## src/rtl/hex_ascii_tx_encoder.sv

```systemverilog
`default_nettype none
// ============================================================================
// Module   : hex_ascii_tx_encoder
// Purpose  : Serialises a binary word as ASCII hex characters, MSB nibble
//            first, one character per valid/ready handshake on a byte stream.
//            Optional CR/LF word terminator when HEX_TX_CRLF_EN is defined.
// Revision : 1.0 - initial release
// ============================================================================
module hex_ascii_tx_encoder #(
  parameter int DATA_WIDTH = 16,
  parameter bit UPPER_CASE = 1'b1
) (
  input  logic                  CLK,
  input  logic                  RST,
  input  logic                  iVALID,
  input  logic [DATA_WIDTH-1:0] iD,
  output logic                  oREADY,
  output logic                  oVALID,
  output logic [7:0]            oD,
  input  logic                  iREADY,
  output logic                  oBUSY
);

  localparam int NUM_DIGITS = (DATA_WIDTH + 3) / 4;
  localparam int SHIFT_W    = NUM_DIGITS * 4;
  localparam int CNT_W      = (NUM_DIGITS > 1) ? $clog2(NUM_DIGITS) : 1;

  localparam logic [1:0] c_st_idle  = 2'd0;
  localparam logic [1:0] c_st_digit = 2'd1;
`ifdef HEX_TX_CRLF_EN
  localparam logic [1:0] c_st_cr    = 2'd2;
  localparam logic [1:0] c_st_lf    = 2'd3;
`endif

  localparam logic [7:0] c_alpha_base = UPPER_CASE ? 8'h41 : 8'h61;

  // Nibble to ASCII hex digit; 8-bit arithmetic never overflows here.
  function automatic logic [7:0] nib_to_ascii(input logic [3:0] n);
    if (n < 4'd10) return 8'h30 + {4'h0, n};
    else           return c_alpha_base + {4'h0, n} - 8'd10;
  endfunction

  logic [1:0]         state_q, state_d;
  logic [SHIFT_W-1:0] shreg_q, shreg_d;
  logic [CNT_W-1:0]   cnt_q,   cnt_d;
  logic [7:0]         char_q,  char_d;
  logic               valid_q, valid_d;

  logic               w_accept;
  logic               w_xfer;
  logic               w_last;
  logic [SHIFT_W-1:0] w_ext;
  logic [SHIFT_W-1:0] w_shifted;

  assign w_accept  = iVALID && (state_q == c_st_idle);
  assign w_xfer    = valid_q && iREADY;
  assign w_last    = (cnt_q == '0);
  assign w_ext     = SHIFT_W'(iD);
  assign w_shifted = shreg_q << 4;

  // State and datapath registers with synchronous reset.
  always_ff @(posedge CLK) begin
    if (RST) begin
      state_q <= c_st_idle;
      shreg_q <= '0;
      cnt_q   <= '0;
      char_q  <= 8'h00;
      valid_q <= 1'b0;
    end else begin
      state_q <= state_d;
      shreg_q <= shreg_d;
      cnt_q   <= cnt_d;
      char_q  <= char_d;
      valid_q <= valid_d;
    end
  end

  // Next-state logic: advance only on accepted words or completed transfers.
  always_comb begin
    state_d = state_q;
    case (state_q)
      c_st_idle:  if (w_accept) state_d = c_st_digit;
`ifdef HEX_TX_CRLF_EN
      c_st_digit: if (w_xfer && w_last) state_d = c_st_cr;
      c_st_cr:    if (w_xfer) state_d = c_st_lf;
      c_st_lf:    if (w_xfer) state_d = c_st_idle;
`else
      c_st_digit: if (w_xfer && w_last) state_d = c_st_idle;
`endif
      default:    state_d = c_st_idle;
    endcase
  end

  // Datapath: load the word on accept, then preload the next character on each transfer.
  always_comb begin
    shreg_d = shreg_q;
    cnt_d   = cnt_q;
    char_d  = char_q;
    valid_d = valid_q;
    if (w_accept) begin
      shreg_d = w_ext;
      cnt_d   = CNT_W'(NUM_DIGITS - 1);
      char_d  = nib_to_ascii(w_ext[SHIFT_W-1 -: 4]);
      valid_d = 1'b1;
    end else if (w_xfer) begin
      case (state_q)
        c_st_digit: begin
          if (w_last) begin
`ifdef HEX_TX_CRLF_EN
            char_d  = 8'h0D;
            valid_d = 1'b1;
`else
            char_d  = 8'h00;
            valid_d = 1'b0;
`endif
          end else begin
            shreg_d = w_shifted;
            cnt_d   = cnt_q - 1'b1;
            char_d  = nib_to_ascii(w_shifted[SHIFT_W-1 -: 4]);
          end
        end
`ifdef HEX_TX_CRLF_EN
        c_st_cr: char_d = 8'h0A;
        c_st_lf: begin
          char_d  = 8'h00;
          valid_d = 1'b0;
        end
`endif
        default: ;
      endcase
    end
  end

  // Outputs: ready/busy follow the state, the byte stream comes straight from flops.
  always_comb begin
    oREADY = (state_q == c_st_idle);
    oBUSY  = (state_q != c_st_idle);
    oVALID = valid_q;
    oD     = char_q;
  end

endmodule
`default_nettype wire

```

## config.mk

```make
export PLATFORM = sky130hd
export DESIGN_NAME = hex_ascii_tx_encoder
export DESIGN_NICKNAME = d
export VERILOG_FILES = /design/src/rtl/hex_ascii_tx_encoder.sv
export SDC_FILE = /design/constraint.sdc
export NUM_CORES = 1
export LEC_CHECK = 0
export CAP_MARGIN = 10
export CORE_UTILIZATION = 40
export DETAILED_ROUTE_END_ITERATION = 12
export PLACE_DENSITY = 0.7
export SETUP_SLACK_MARGIN = 0.1
export SYNTH_ARGS = -nofsm -noshare
export SYNTH_HDL_FRONTEND = slang
export SYNTH_SLANG_ARGS = --single-unit
export TNS_END_PERCENT = 30
```

## constraint.sdc

```tcl
create_clock -name CLK -period 2.34 [get_ports CLK]
set_input_delay 0.234 -clock CLK [delete_from_list [all_inputs] [get_ports CLK]]
set_output_delay 0.234 -clock CLK [all_outputs]
set_load 0.01 [all_outputs]
```

After elaboration in Yosys (flattened, before gate mapping)
Index checks and enable logic that the tools add are counted.
{"block": "totals", "ff_bits": 25, "in_bits": 20, "output_inout_bits": 11, "word_cells": 52}
{"block": "op_classes", "add_sub_neg": 7, "order_cmp": 2, "n_eq_ne": 4, "n_mux": 21, "n_reduce_logical": 13}
{"op": "2-to-1 mux 12 bit", "n": 4}
{"op": "2-to-1 mux 8 bit", "n": 6}
{"op": "adder 7 x 4 -> 8 bit (first input constant)", "n": 2}
{"op": "subtractor 8 x 4 -> 8 bit (second input constant)", "n": 2}
{"op": "adder 6 x 4 -> 7 bit (first input constant)", "n": 2}
{"op": "2-to-1 mux 2 bit", "n": 6}
{"op": "< comparator 4 bit (second input constant)", "n": 2}
{"op": "nonzero test 2 bit", "n": 4}
{"op": "AND reduction 3 bit", "n": 2}
{"op": "zero test 2 bit", "n": 2}
{"op": "2-to-1 mux 1 bit", "n": 4}
{"op": "!= test 2 bit (second input constant)", "n": 2}
{"op": "case mux 2 bit (2 select lines)", "n": 1}
{"op": "AND reduction 2 bit", "n": 2}
{"op": "logical AND 1 bit", "n": 3}
{"op": "== test 2 x 1 -> 1 bit (second input constant)", "n": 1}
{"op": "!= test 2 x 1 -> 1 bit (second input constant)", "n": 1}
{"op": "subtractor 2 x 1 -> 2 bit (second input constant)", "n": 1}

Longest topological paths before layout
{"block": "depth", "word_depth": 7, "ltp_mapped": 7, "ltp_nobuf": 6}

Least setup slack after synthesis
Ideal clock, no wire load.
{"block": "synth_timing", "path_kind": "reg-to-reg", "from": "register cnt_q[0]", "to": "register char_q[6], in the netlist oD[6]", "setup_time_ns": 0.117, "t_arrival_ns": 1.347, "t_required_ns": 2.223, "path_slack_ns": 0.876, "path_stages_with_launch": 8, "n_path_buf": 1, "synth_period_minus_slack_ns": 1.464, "path_cell_list": "dfxtp_1 > inv_1 > ha_1 > and4b_1 > buf_2 > nor2_4 > a21oi_1 > a32o_1"}
{"block": "synth_between", "elab_chain_len": 5}
{"element": "start: declaration", "line_no": "45", "text": "logic [CNT_W-1:0] cnt_q, cnt_d;"}
{"element": "start signal: assignment", "line_no": "72", "text": "cnt_q <= cnt_d;"}
{"element": "zero test 2 bit", "line_no": "57", "text": "assign w_last = (cnt_q == '0);"}
{"element": "2-to-1 mux 8 bit", "line_no": "108", "text": "if (w_last) begin"}
{"element": "2-to-1 mux 8 bit", "line_no": "106", "text": "case (state_q)"}
{"element": "2-to-1 mux 8 bit", "line_no": "105", "text": "end else if (w_xfer) begin"}
{"element": "2-to-1 mux 8 bit", "line_no": "100", "text": "if (w_accept) begin"}
{"element": "end signal: assignment", "line_no": "73", "text": "char_q <= char_d;"}
{"element": "end: declaration", "line_no": "46", "text": "logic [7:0] char_q, char_d;"}
No other way between the ends. The select of a mux whose other input is x is not followed.
A chain may end at the register's enable or synchronous reset.

Final worst setup path
{"block": "layout_timing", "from": "register cnt_q[0]", "to": "register cnt_q[1]"}
{"block": "layout_between", "elab_chain_len": 5, "word_cells_on_any_way": 8, "classes_between": "add/sub (1); eq/ne (1); mux (4); reduce/logical (2)"}
{"element": "subtractor 2 x 1 -> 2 bit", "line_no": "118", "text": "cnt_d = cnt_q - 1'b1;"}
{"element": "2-to-1 mux 2 bit", "line_no": "108"}
{"element": "2-to-1 mux 2 bit", "line_no": "106"}
{"element": "2-to-1 mux 2 bit", "line_no": "105"}
{"element": "2-to-1 mux 2 bit", "line_no": "100"}
Several ways; a longest one is shown, not always the timed one. The select of a mux whose other input is x is not followed.

==> qor.csv <==
metric,value,unit
status,"finished, final reports clean",
routabilityCongestion,0.815,
dieArea,3170,um2
ys_seq_elements,23,
synth_cell_type_count,35,
endpoint_kind,register,
grt_max_degree,18,
dieWidth,56.3,um
path_class,reg -> reg,
worstMarginPinSlew,0.502,ns
hpwl,1970,um
grt_setup_unrepaired,no,
avgSynthCellArea,8.20,um2
synthCells,144,
synth_area,1180,um2
post_drt_wl_per_cell,13.0,um
p_leak,0.000564,uW
grtUsageTotal,17.7,%
finalSetupTns,0,ns
final_nets,194,
row_count,19,
core_area,2780,um2
grt_overflow,0,
ys_seq_area_share,39.0,%
cts_sinks,23,
crit_path_start_kind,register,
cp.arrival,1.89,ns
required,2.56,ns
drt_iter0_drc,57,
drtAntennaViolNets,0,
cts-root-buf,clkbuf_4,
cts_tree,yes,
grt_pass1_vias,1052,
h-tree-depth,1,
cts_inserted_buffers,3,
synth-async-reset-ratio,0,%
firstDrtPassIters,4,
clkTransAtPathRegs,0.13,ns
slew_headroom,66.4,%
skew,0.00192,ns
cts_hold_buf,0,
num_vias,1112,
boundaryPins,31,
post-route-min-period,1.67,ns
synth_edf_count,0,
antenna_found_initial,0,
die_h,56.3,um
reg2reg_depth,5,
wirelength,2620,um
whs_path_depth,1,
cts_resized,0,
layout-drive-gt1-share,7.06,%
whs,0.473,ns
syn_nets,167,
port_buffers,29,
ys.flop_type,dfxtp_1,
path_max_fanout,7,
grt_pass1_wl,4520,um
vdd_drop_max,0.000451,V
syn2layout_area_growth,26.9,%
p_per_area,576,nW/um2
hold_path_class,reg -> reg,
fillers,267,
fmax,598,MHz
min_period_over_period,71.4,%
final_hold_viol_count,0,
drcViolationCount,0,
setup_viol,0,
antenna_cells,0,
post_cts_buffers,0,
clock_path_buffers,2,
clk_latency,0.30,ns
via_per_inst,5.53,
max-cap-violations,0,
drv_slew,0,
initial_core_util,42.5,%
synth_warnings,0,
-- worst max-delay path: stages (launching register included) --
cell and delay [ns]:
dfxtp_1 0.37, inv_1 0.05, ha_1 0.29, and4b_1 0.54, nor3_1 0.09, a211oi_1 0.24
-- where the power goes --
part / switching, uW / internal (uW) / leakage [uW]
sequential: 28.6 / 426 / 0.000190
clock: 117 / 63.7 / 0.0000177
combinational: 113 / 116 / 0.000356
total: 259 / 605 / 0.000564
-- stage by stage --
stage	utilization (%)	worst slack (ns)	total power (uW)	area, um2	std cells
2_1_floorplan	-	0.876	601	1180	144
3_3_place_gp	52.9	0.598	685	1470	197
3_5_place_dp	52.9	0.538	692	1470	197
4_1_cts	53.9	0.655	873	1500	201
5_1_grt	53.9	0.514	921	1500	201
6_report	53.9	0.669	864	1500	201
-- layout by cell type (no fill, tap or decap), types with 2 or more instances in the layout --
cell type        netlist  routed
clkdlybuf4s50_1        0      29
dfxtp_1               23      23
nor2_1                22      22
nand2_1               20      20
a21oi_1                9       9
inv_1                  8       8
a311oi_1               7       7
a22oi_1                6       6
a211oi_1               4       4
and4b_1                3       3
nor3_1                 3       3
o21ai_0                3       3
nand3_1                3       3
ha_1                   3       3
clkbuf_4               0       3
nor2b_1                2       2
o21ai_1                2       2
xnor2_1                2       2
buf_4                  2       2
-- routing by layer --
layer | vias up | track usage, % | wire length, um
met2 | 31 | 28.9 | 1220
met5 | - | 0 | 0
li1 | 561 | - | -
met4 | 0 | 6.27 | 16
met1 | 518 | 23.9 | 1270
met3 | 2 | 2.30 | 116
-- layout make-up --
cell class | instances | area [um2] | share of cell area, %
clock inverter | 1 | 5.00 | 0.334
sequential | 23 | 460 | 30.7
clock buffer | 3 | 22.5 | 1.50
inverter | 8 | 30.0 | 2.00
tap | 31 | 38.8 | 2.59
multi-input combinational | 104 | 637 | 42.5
timing repair buffer | 31 | 305 | 20.4
-- sequential cells by signal, indices dropped and copies added (netlist names) --
register	count
state_q	1
cnt_q	2
oD	7
oVALID	1
shreg_q	12
-- synth_stat cells (2+ instances only) --
master	number	area, um2
buf_4	2	15.0
nor2_1	22	82.6
nand3_1	3	15.0
clkbuf_1	2	7.51
a211oi_1	4	30.0
nand2_1	20	75.1
a22oi_1	6	45.0
nor2b_1	2	12.5
buf_2	4	20.0
and4b_1	3	30.0
nor3_1	3	15.0
a21oi_1	9	45.0
inv_1	8	30.0
ha_1	3	37.5
dfxtp_1	23	460
o21ai_1	2	10.0
a311oi_1	7	61.3
xnor2_1	2	17.5
o21ai_0	3	15.0
-- cells by family (layout without fill, tap and decap cells) --
family / Yosys count / after routing / synth area share [%]
compound gates: 40 / 40 / 25.7
xor+xnor: 2 / 2 / 1.48
fa+ha+maj: 3 / 3 / 3.18
buf+inv: 17 / 43 / 7.10
flops: 23 / 23 / 39.0
other cells: 1 / 1 / 0.317
simple gates: 58 / 58 / 23.2
-- path summary, 6_finish.rpt --
kind | from | to | slack [ns]
worst max-delay path | cnt_q[0]$_SDFFE_PP0P_ | cnt_q[1]$_SDFFE_PP0P_ | 0.67
worst min-delay path | cnt_q[0]$_SDFFE_PP0P_ | cnt_q[0]$_SDFFE_PP0P_ | 0.47
worst max register to register | cnt_q[0]$_SDFFE_PP0P_ | cnt_q[1]$_SDFFE_PP0P_ | 0.67
worst min register to register | cnt_q[0]$_SDFFE_PP0P_ | cnt_q[0]$_SDFFE_PP0P_ | 0.47
Note: power is estimated with default switching activity, not from simulation.
